File: src/rtl/xm23_fetch_pkg.sv
// XM23 fetch stage shared types and constants.
package xm23_fetch_pkg;

  typedef enum logic [1:0] {S_RESET, S_RUN, S_STALL, S_FLUSH} fetch_state_t;

  localparam logic [15:0] PC_STEP         = 16'd2;
  localparam logic [15:0] BUBBLE_INST_DEF = 16'h4C00;  // MOV R0,R0

  typedef struct packed {
    logic [15:0] inst;
    logic [15:0] pc;
  } fetch_entry_t;

endpackage

File: src/rtl/xm23_fetch_stage_skid.sv
// One-entry holding register for a read that returns while decode is stalled.
module fetch_skid_buffer
  import xm23_fetch_pkg::*;
(
  input  logic         clk_in,
  input  logic         reset,
  input  logic         load_i,
  input  logic         drain_i,
  input  logic         flush_i,
  input  fetch_entry_t entry_i,
  output fetch_entry_t entry_o,
  output logic         valid_o
);

  fetch_entry_t entry_q;
  logic         valid_q;

  // Flush beats load beats drain; load and drain never coincide in practice.
  always_ff @(posedge clk_in or posedge reset) begin
    if (reset) begin
      entry_q <= '0;
      valid_q <= 1'b0;
    end else if (flush_i) begin
      valid_q <= 1'b0;
    end else if (load_i) begin
      entry_q <= entry_i;
      valid_q <= 1'b1;
    end else if (drain_i) begin
      valid_q <= 1'b0;
    end
  end

  assign entry_o = entry_q;
  assign valid_o = valid_q;

endmodule

File: src/rtl/xm23_fetch_stage.sv
// XM23 instruction fetch: owns the PC, drives the synchronous imem, and
// presents one registered instruction per cycle to decode.
module xm23_fetch_stage
  import xm23_fetch_pkg::*;
#(
  parameter logic [15:0] RESET_PC    = 16'h0000,
  parameter logic [15:0] BUBBLE_INST = BUBBLE_INST_DEF
) (
  input  logic        clk_in,
  input  logic        reset,
  input  logic        stall,
  input  logic        redirect,
  input  logic [15:0] redirect_pc,
  output logic        imem_en,
  output logic [14:0] imem_addr,
  input  logic [15:0] imem_rdata,
  output logic [15:0] inst,
  output logic        inst_valid,
  output logic [15:0] inst_pc,
  output logic [15:0] pc
);

  fetch_state_t state_q, state_d;
  logic [15:0]  pc_q;
  logic         infl_q;      // a read was issued on the previous edge
  logic [15:0]  infl_pc_q;   // byte PC of that read
  logic [15:0]  inst_q, ipc_q;
  logic         valid_q;

  fetch_entry_t skid_entry;
  logic         skid_valid, skid_load, skid_drain;

  // State register.
  always_ff @(posedge clk_in or posedge reset) begin
    if (reset) state_q <= S_RESET;
    else       state_q <= state_d;
  end

  // Next state; redirect outranks stall.
  always_comb begin
    state_d = state_q;
    case (state_q)
      S_RESET:        state_d = redirect ? S_FLUSH : S_RUN;
      S_RUN, S_STALL: state_d = redirect ? S_FLUSH : (stall ? S_STALL : S_RUN);
      S_FLUSH:        state_d = S_RUN;
      default:        state_d = S_RESET;
    endcase
  end

  // Issue whenever fetching is allowed and decode is free; leaving S_STALL
  // issues on the same cycle the skid drains, so there is no bubble.
  always_comb begin
    imem_en = 1'b0;
    if (state_q == S_RUN || state_q == S_STALL)
      imem_en = !stall && !redirect;
  end

  // A returning read that decode cannot take is parked; only one read is in
  // flight, so the skid never holds more than one entry.
  assign skid_load  = stall && !redirect && infl_q;
  assign skid_drain = !stall && !redirect;

  fetch_skid_buffer u_skid (
    .clk_in  (clk_in),
    .reset   (reset),
    .load_i  (skid_load),
    .drain_i (skid_drain),
    .flush_i (redirect),
    .entry_i ('{inst: imem_rdata, pc: infl_pc_q}),
    .entry_o (skid_entry),
    .valid_o (skid_valid)
  );

  // PC, in-flight tracking and the decode-facing output register.
  always_ff @(posedge clk_in or posedge reset) begin
    if (reset) begin
      pc_q      <= RESET_PC;
      infl_q    <= 1'b0;
      infl_pc_q <= '0;
      inst_q    <= BUBBLE_INST;
      ipc_q     <= '0;
      valid_q   <= 1'b0;
    end else if (redirect) begin
      // Discard whatever is in flight; bit 0 of the target is forced low.
      pc_q    <= redirect_pc & 16'hFFFE;
      infl_q  <= 1'b0;
      inst_q  <= BUBBLE_INST;
      valid_q <= 1'b0;
    end else begin
      infl_q <= imem_en;
      if (imem_en) begin
        pc_q      <= pc_q + PC_STEP;
        infl_pc_q <= pc_q;
      end
      if (!stall) begin
        if (skid_valid) begin
          inst_q  <= skid_entry.inst;
          ipc_q   <= skid_entry.pc;
          valid_q <= 1'b1;
        end else if (infl_q) begin
          inst_q  <= imem_rdata;
          ipc_q   <= infl_pc_q;
          valid_q <= 1'b1;
        end else begin
          inst_q  <= BUBBLE_INST;
          valid_q <= 1'b0;
        end
      end
    end
  end

  assign imem_addr  = pc_q[15:1];
  assign pc         = pc_q;
  assign inst       = inst_q;
  assign inst_valid = valid_q;
  assign inst_pc    = ipc_q;

endmodule

File: config.mk
export PLATFORM = sky130hd
export DESIGN_NAME = xm23_fetch_stage
export DESIGN_NICKNAME = d
export VERILOG_FILES = /design/src/rtl/xm23_fetch_pkg.sv /design/src/rtl/xm23_fetch_stage_skid.sv /design/src/rtl/xm23_fetch_stage.sv
export SDC_FILE = /design/constraint.sdc
export NUM_CORES = 1
export LEC_CHECK = 0
export ABC_AREA = 1
export CAP_MARGIN = 20
export CORE_UTILIZATION = 51
export CTS_CLUSTER_SIZE = 30
export DETAILED_ROUTE_END_ITERATION = 7
export PLACE_DENSITY_LB_ADDON = 0.15
export SYNTH_ARGS = -nofsm -noshare
export SYNTH_HDL_FRONTEND = slang
export SYNTH_SLANG_ARGS = --single-unit
File: constraint.sdc
create_clock -name clk_in -period 5.2 [get_ports clk_in]
set_input_delay 1.56 -clock clk_in [delete_from_list [all_inputs] [get_ports clk_in]]
set_output_delay 1.56 -clock clk_in [all_outputs]
set_load 0.02 [all_outputs]
==> flow_summary.yaml, run 1 <==
critical_path:
  cp_data_required_time_ps: 3640
  rr_worst_depth: 5
  endpoint_kind: "output port"
  crit_path_max_fanout: 5
  reg2reg_setup_slack_ps: 2930
  critPathLaunchType: "input port"
  reg2reg_to: "inst[1]"
  arrival_ps: 3000
  critPathLaunch: "redirect"
  criticalPathCategory: "input port to output port"
  endpoint: "imem_en"
  r2r_start: "u_skid.valid_o"
clocking:
  cts.clk_slew.worst_paths_ps: 100
  post_cts_buffers: 0
  holdBufCountCts: 0
  cts-root-buf: "clkbuf_8"
  ctsResizeCount: 0
  cts.sinks: 97
  cts_tree: "done"
  clkLatencyLatePin_ps: 370
  cts_buffers: 9
  htreeDepth: 3
  ctsLongestPathBuffers: 2
synth:
  syn_avg_cell_area_sq_um: 8.74
  synthTopCellsByCount: "148 x nand2_1, 94 x dfrtp_1, 42 x nand3_1"
  synthArstFlopShare_pct: 100
  synth_edf_count: 0
  synth_top_cell_by_area: "dfrtp_1"
  synth_most_common_cell: "nand2_1"
  synth-seq-area-share_pct: 52.9
  ys_warn_count: 0
  syn_area_sq_mm: 0.00460
  ys_ff_latch: 97
  yosys.area.top_type_share_pct: 51.2
  synth_cells: 526
  yosys-top-cells-area: "dfrtp_1 51%, nand2_1 12%, nand3_1 4.6%"
  ys_types: 33
  synth_ff_type: "dfrtp_1"
floorplanning:
  std_cell_rows: 34
  die-area_sq_mm: 0.00940
  die_h_microns: 96.9
  start_util_pct: 52.7
  core-area_sq_mm: 0.00872
  fp.dieW_microns: 96.9
  ios: 101
job:
  maxCapViolCount: 0
route:
  firstDrtPassIters: 4
  ant_nets: 0
  via_count: 3737
  drc: 0
  wl_per_cell_microns: 14.1
  wirelength_microns: 10000
  dr.first_iter.drc_count: 194
  viasPerCell: 5.27
placed_design:
  dp_hpwl_microns: 6840
  gp_congestion: 0.844
  port-buffer-count: 97
  dp_slack_ps: 630
timing:
  final.setup_skew_ps: 15.9
  post-route-period-util_pct: 87.8
  finalSetupTns_ps: 0
  fmax_mhz: 219
  whs_ps: 480
  tightest_slew_ps: 1080
  slew_violations: 0
  setup_viol_count_final: 0
  fin_crit_ps: 4560
  rsz0062_at_grt: "no"
  slew_headroom_pct: 28.0
  finalWorstSetupSlack_ps: 636
  final-hold-violation-count: 0
global_routing:
  grt_util_all_layers_pct: 22.3
  grt_antenna_before_repair: 0
  grt_max_degree: 40
  grt.overflow.total: 0
  grt_pass1_vias: 3597
  grt_pass1_wl_microns: 17000
hold_path:
  hold_class: "flip-flop to flip-flop"
pwr:
  power_mw: 2.79
  peakVddDrop_mv: 0.275
  leakage_nw: 2.57
  power_density_mw_per_mm2: 497
finish:
  post-route-util_pct: 64.3
  nFillCells: 761
  final_nets: 635
  antenna_cells: 0
  areaGrowthSynthToFinish_pct: 22.1
  drive_gt1_share_pct: 7.65
outcome:
  run_status: "finished, final reports clean"
stage by stage:
step | cell area (sq um) | cells
finish | 5610 | 709
global route | 5610 | 709
CTS | 5610 | 709
detailed placement | 5430 | 693
global placement | 5430 | 693
floorplan | 4600 | 527
where the power goes:
| part | internal (mW) | total, mW | switching, mW |
|---|---|---|---|
| sequential | 1.03 | 1.27 | 0.235 |
| combinational | 0.471 | 1.06 | 0.587 |
| clock | 0.183 | 0.463 | 0.280 |
cells by family (layout without fill, tap and decap cells):
kind of cell,count (synthesis),count (layout),share of synthesized area [%]
adder cells (fa/ha/maj),3,3,0.817
AO/OA/AOI/OAI,97,97,13.1
AND/OR/NAND/NOR,243,243,22.6
other,1,2,0.0816
flip-flops,97,97,52.9
buffers and inverters,85,159,10.4
layout make-up:
class,count,area (sq um),area share [%]
flip-flops and latches,97,2430,43.3
multi-input cells,345,1690,30.1
clock inverters,7,60.1,1.07
inverters,40,155,2.76
well taps,108,135,2.41
repair buffers,103,1020,18.1
clock buffers,9,124,2.21
how the worst min path moves through the flow:
stage	start	to	slack, ps	cells past startpoint
6_report	u_skid.entry_o[5]	u_skid.entry_o[5]	480	2
5_1_grt	u_skid.entry_o[5]	u_skid.entry_o[5]	510	2
4_1_cts	u_skid.entry_o[5]	u_skid.entry_o[5]	480	2
3_5_place_dp	u_skid.entry_o[19]	u_skid.entry_o[19]	460	2
3_3_place_gp	u_skid.entry_o[8]	u_skid.entry_o[8]	450	2
2_1_floorplan	u_skid.entry_o[7]	u_skid.entry_o[7]	440	2
registers in the layout, summed over array words and instances (netlist names):
name / cells
u_skid.valid_o: 1
inst_valid: 1
inst_pc: 15
infl_q: 1
state_q: 2
u_skid.entry_o: 31
inst: 16
infl_pc_q: 15
pc: 15
cell usage in the layout (no fill, tap or decap), drive strengths merged:
cell,Yosys,layout
a21oi,9,9
o31ai,1,1
o22ai,2,2
nand3,42,42
nand2,150,150
dfrtp,94,94
clkdlybuf4s50,0,97
inv,39,43
clkinv,1,4
a31oi,15,15
a22oi,25,25
o211ai,1,1
buf,44,6
dfstp,3,3
conb,1,2
o21ai,44,44
nand4,3,3
or2,1,1
nor2,47,47
clkbuf,1,9
ha,3,3
metal layers:
layer | part of all wire, % | wire, microns | track usage, % | vias to the layer above
met5 | 0 | 0 | 0 | -
met1 | 49 | 4880 | 32.0 | 1773
met3 | 4.5 | 454 | 3.83 | 12
met2 | 45 | 4530 | 34.5 | 110
li1 | - | - | - | 1842
met4 | 1.4 | 142 | 7.35 | 0
critical path: stages:
cell and delay, ps:
clkdlybuf4s50_1 460, nor2_4 240, nand2_4 80, inv_1 60
clkdlybuf4s50_1 590
Note: power is estimated with default switching activity, not from simulation.
==> run 2: changes to the inputs <==
- CORE_UTILIZATION: 51 -> 52
- CTS_BUF_LIST: unset -> sky130_fd_sc_hd__clkbuf_4 sky130_fd_sc_hd__clkbuf_8
==> flow_summary.yaml, run 2 (synthesis results as in run 1) <==
finish:
  final_common_cell: "nand2_1"
  drive_gt1_share_pct: 7.81
  largest_reg_flops: 31
  post-route-util_pct: 67.2
  final_nets: 636
  nFillCells: 677
  areaGrowthSynthToFinish_pct: 22.6
  mostFrequentLayoutCells: "148 x nand2_1, 97 x clkdlybuf4s50_1, 94 x dfrtp_1"
  multi_input_area_sq_mm: 0.00169
  antenna_cells: 0
  seq_area_sq_mm: 0.00243
route:
  dr.first_iter.drc_count: 185
  wl_per_cell_microns: 14.3
  ant_nets: 0
  via_count: 3711
  firstDrtPassIters: 5
  drc: 0
  viasPerCell: 5.25
  wirelength_microns: 10100
clocking:
  post_cts_buffers: 0
  ctsLongestPathBuffers: 2
  htreeDepth: 3
  ctsResizeCount: 0
  cts_tree: "done"
  holdBufCountCts: 0
  cts.clk_slew.worst_paths_ps: 90
  cts.sinks: 97
  clkLatencyLatePin_ps: 370
  cts-root-buf: "clkbuf_8"
  cts_buffers: 9
pwr:
  leakage_nw: 2.57
  peakVddDrop_mv: 0.277
  power_density_mw_per_mm2: 497
  power_mw: 2.80
floorplanning:
  std_cell_rows: 33
  ios: 101
  core-area_sq_mm: 0.00838
  die-area_sq_mm: 0.00922
  start_util_pct: 54.8
  die_h_microns: 96.0
  fp.dieW_microns: 96.0
timing:
  fmax_mhz: 220
  post-route-period-util_pct: 87.5
  fin_crit_ps: 4550
  setup_viol_count_final: 0
  slew_headroom_pct: 38.4
  slew_violations: 0
  finalSetupTns_ps: 0
  final-hold-violation-count: 0
  final.setup_skew_ps: 10.8
  rsz0062_at_grt: "no"
  tightest_slew_ps: 925
placed_design:
  dp_hpwl_microns: 6880
  gp_congestion: 0.826
  port-buffer-count: 97
critical_path:
  reg2reg_setup_slack_ps: 2950
  endpoint_kind: "output port"
  crit_path_max_fanout: 5
  critPathLaunchType: "input port"
  rr_worst_depth: 4
  arrival_ps: 2990
  cp_data_required_time_ps: 3640
  criticalPathCategory: "input port to output port"
global_routing:
  grt_max_degree: 45
  grt_util_all_layers_pct: 23.9
  grt_pass1_vias: 3533
  grt_pass1_wl_microns: 16800
  grt.overflow.total: 0
  grt_antenna_before_repair: 0
hold_path:
  hold_class: "flip-flop to flip-flop"
  whs_path_depth: 2
job:
  maxCapViolCount: 0
outcome:
  run_status: "finished, final reports clean"
run 2: cell types whose count changed in the layout (fill, tap and decap cells not counted):
| cell | delta |
|---|---|
| inv_6 | -2 |
| clkbuf_4 | +1 |
| clkinv_4 | -2 |
| clkinv_2 | -1 |
| clkinvlp_4 | +4 |
| clkbuf_8 | +1 |
| inv_8 | -1 |
| buf_16 | +1 |
run 2: critical path: stages:
cell,delay [ps]
clkdlybuf4s50_1,460
nor2_4,230
nand2_4,80
inv_1,60
clkdlybuf4s50_1,600
run 2: layout make-up:
cell class / count / area share (%)
sequential: 97 / 43.1
tap: 105 / 2.33
inverter: 40 / 2.75
timing repair buffer: 104 / 18.5
clock buffer: 11 / 2.58
clock inverter: 5 / 0.688
multi-input combinational: 345 / 30.0
run 2: layer usage:
layer	global-route usage (%)	routed length (microns)
met5	0	0
met2	37.1	4660
met1	33.7	4720
met4	9.83	187
met3	3.24	541
run 2: power by group:
group          internal (mW)  switching (mW)
Sequential              1.03           0.233
Clock                  0.194           0.266
Combinational          0.475           0.597
run 2: metrics by stage:
stage          area [sq um]  hold slack [ps]  instances  setup slack, ps
5_1_grt                5640              514        707              600
2_1_floorplan          4600              442        527             1110
3_3_place_gp           5420              453        690              644
6_report               5640              482        707              648
3_5_place_dp           5420              459        690              640
4_1_cts                5610              481        706              638
run 2: final timing paths:
check,startpoint,end
setup / recovery,redirect,imem_en
hold reg to reg,u_skid.entry_o[9],u_skid.entry_o[9]
max in group asynchronous,reset,inst[11]
setup reg to reg,infl_q,u_skid.entry_o[15]
hold / removal,u_skid.entry_o[9],u_skid.entry_o[9]
min in group asynchronous,reset,u_skid.entry_o[29]
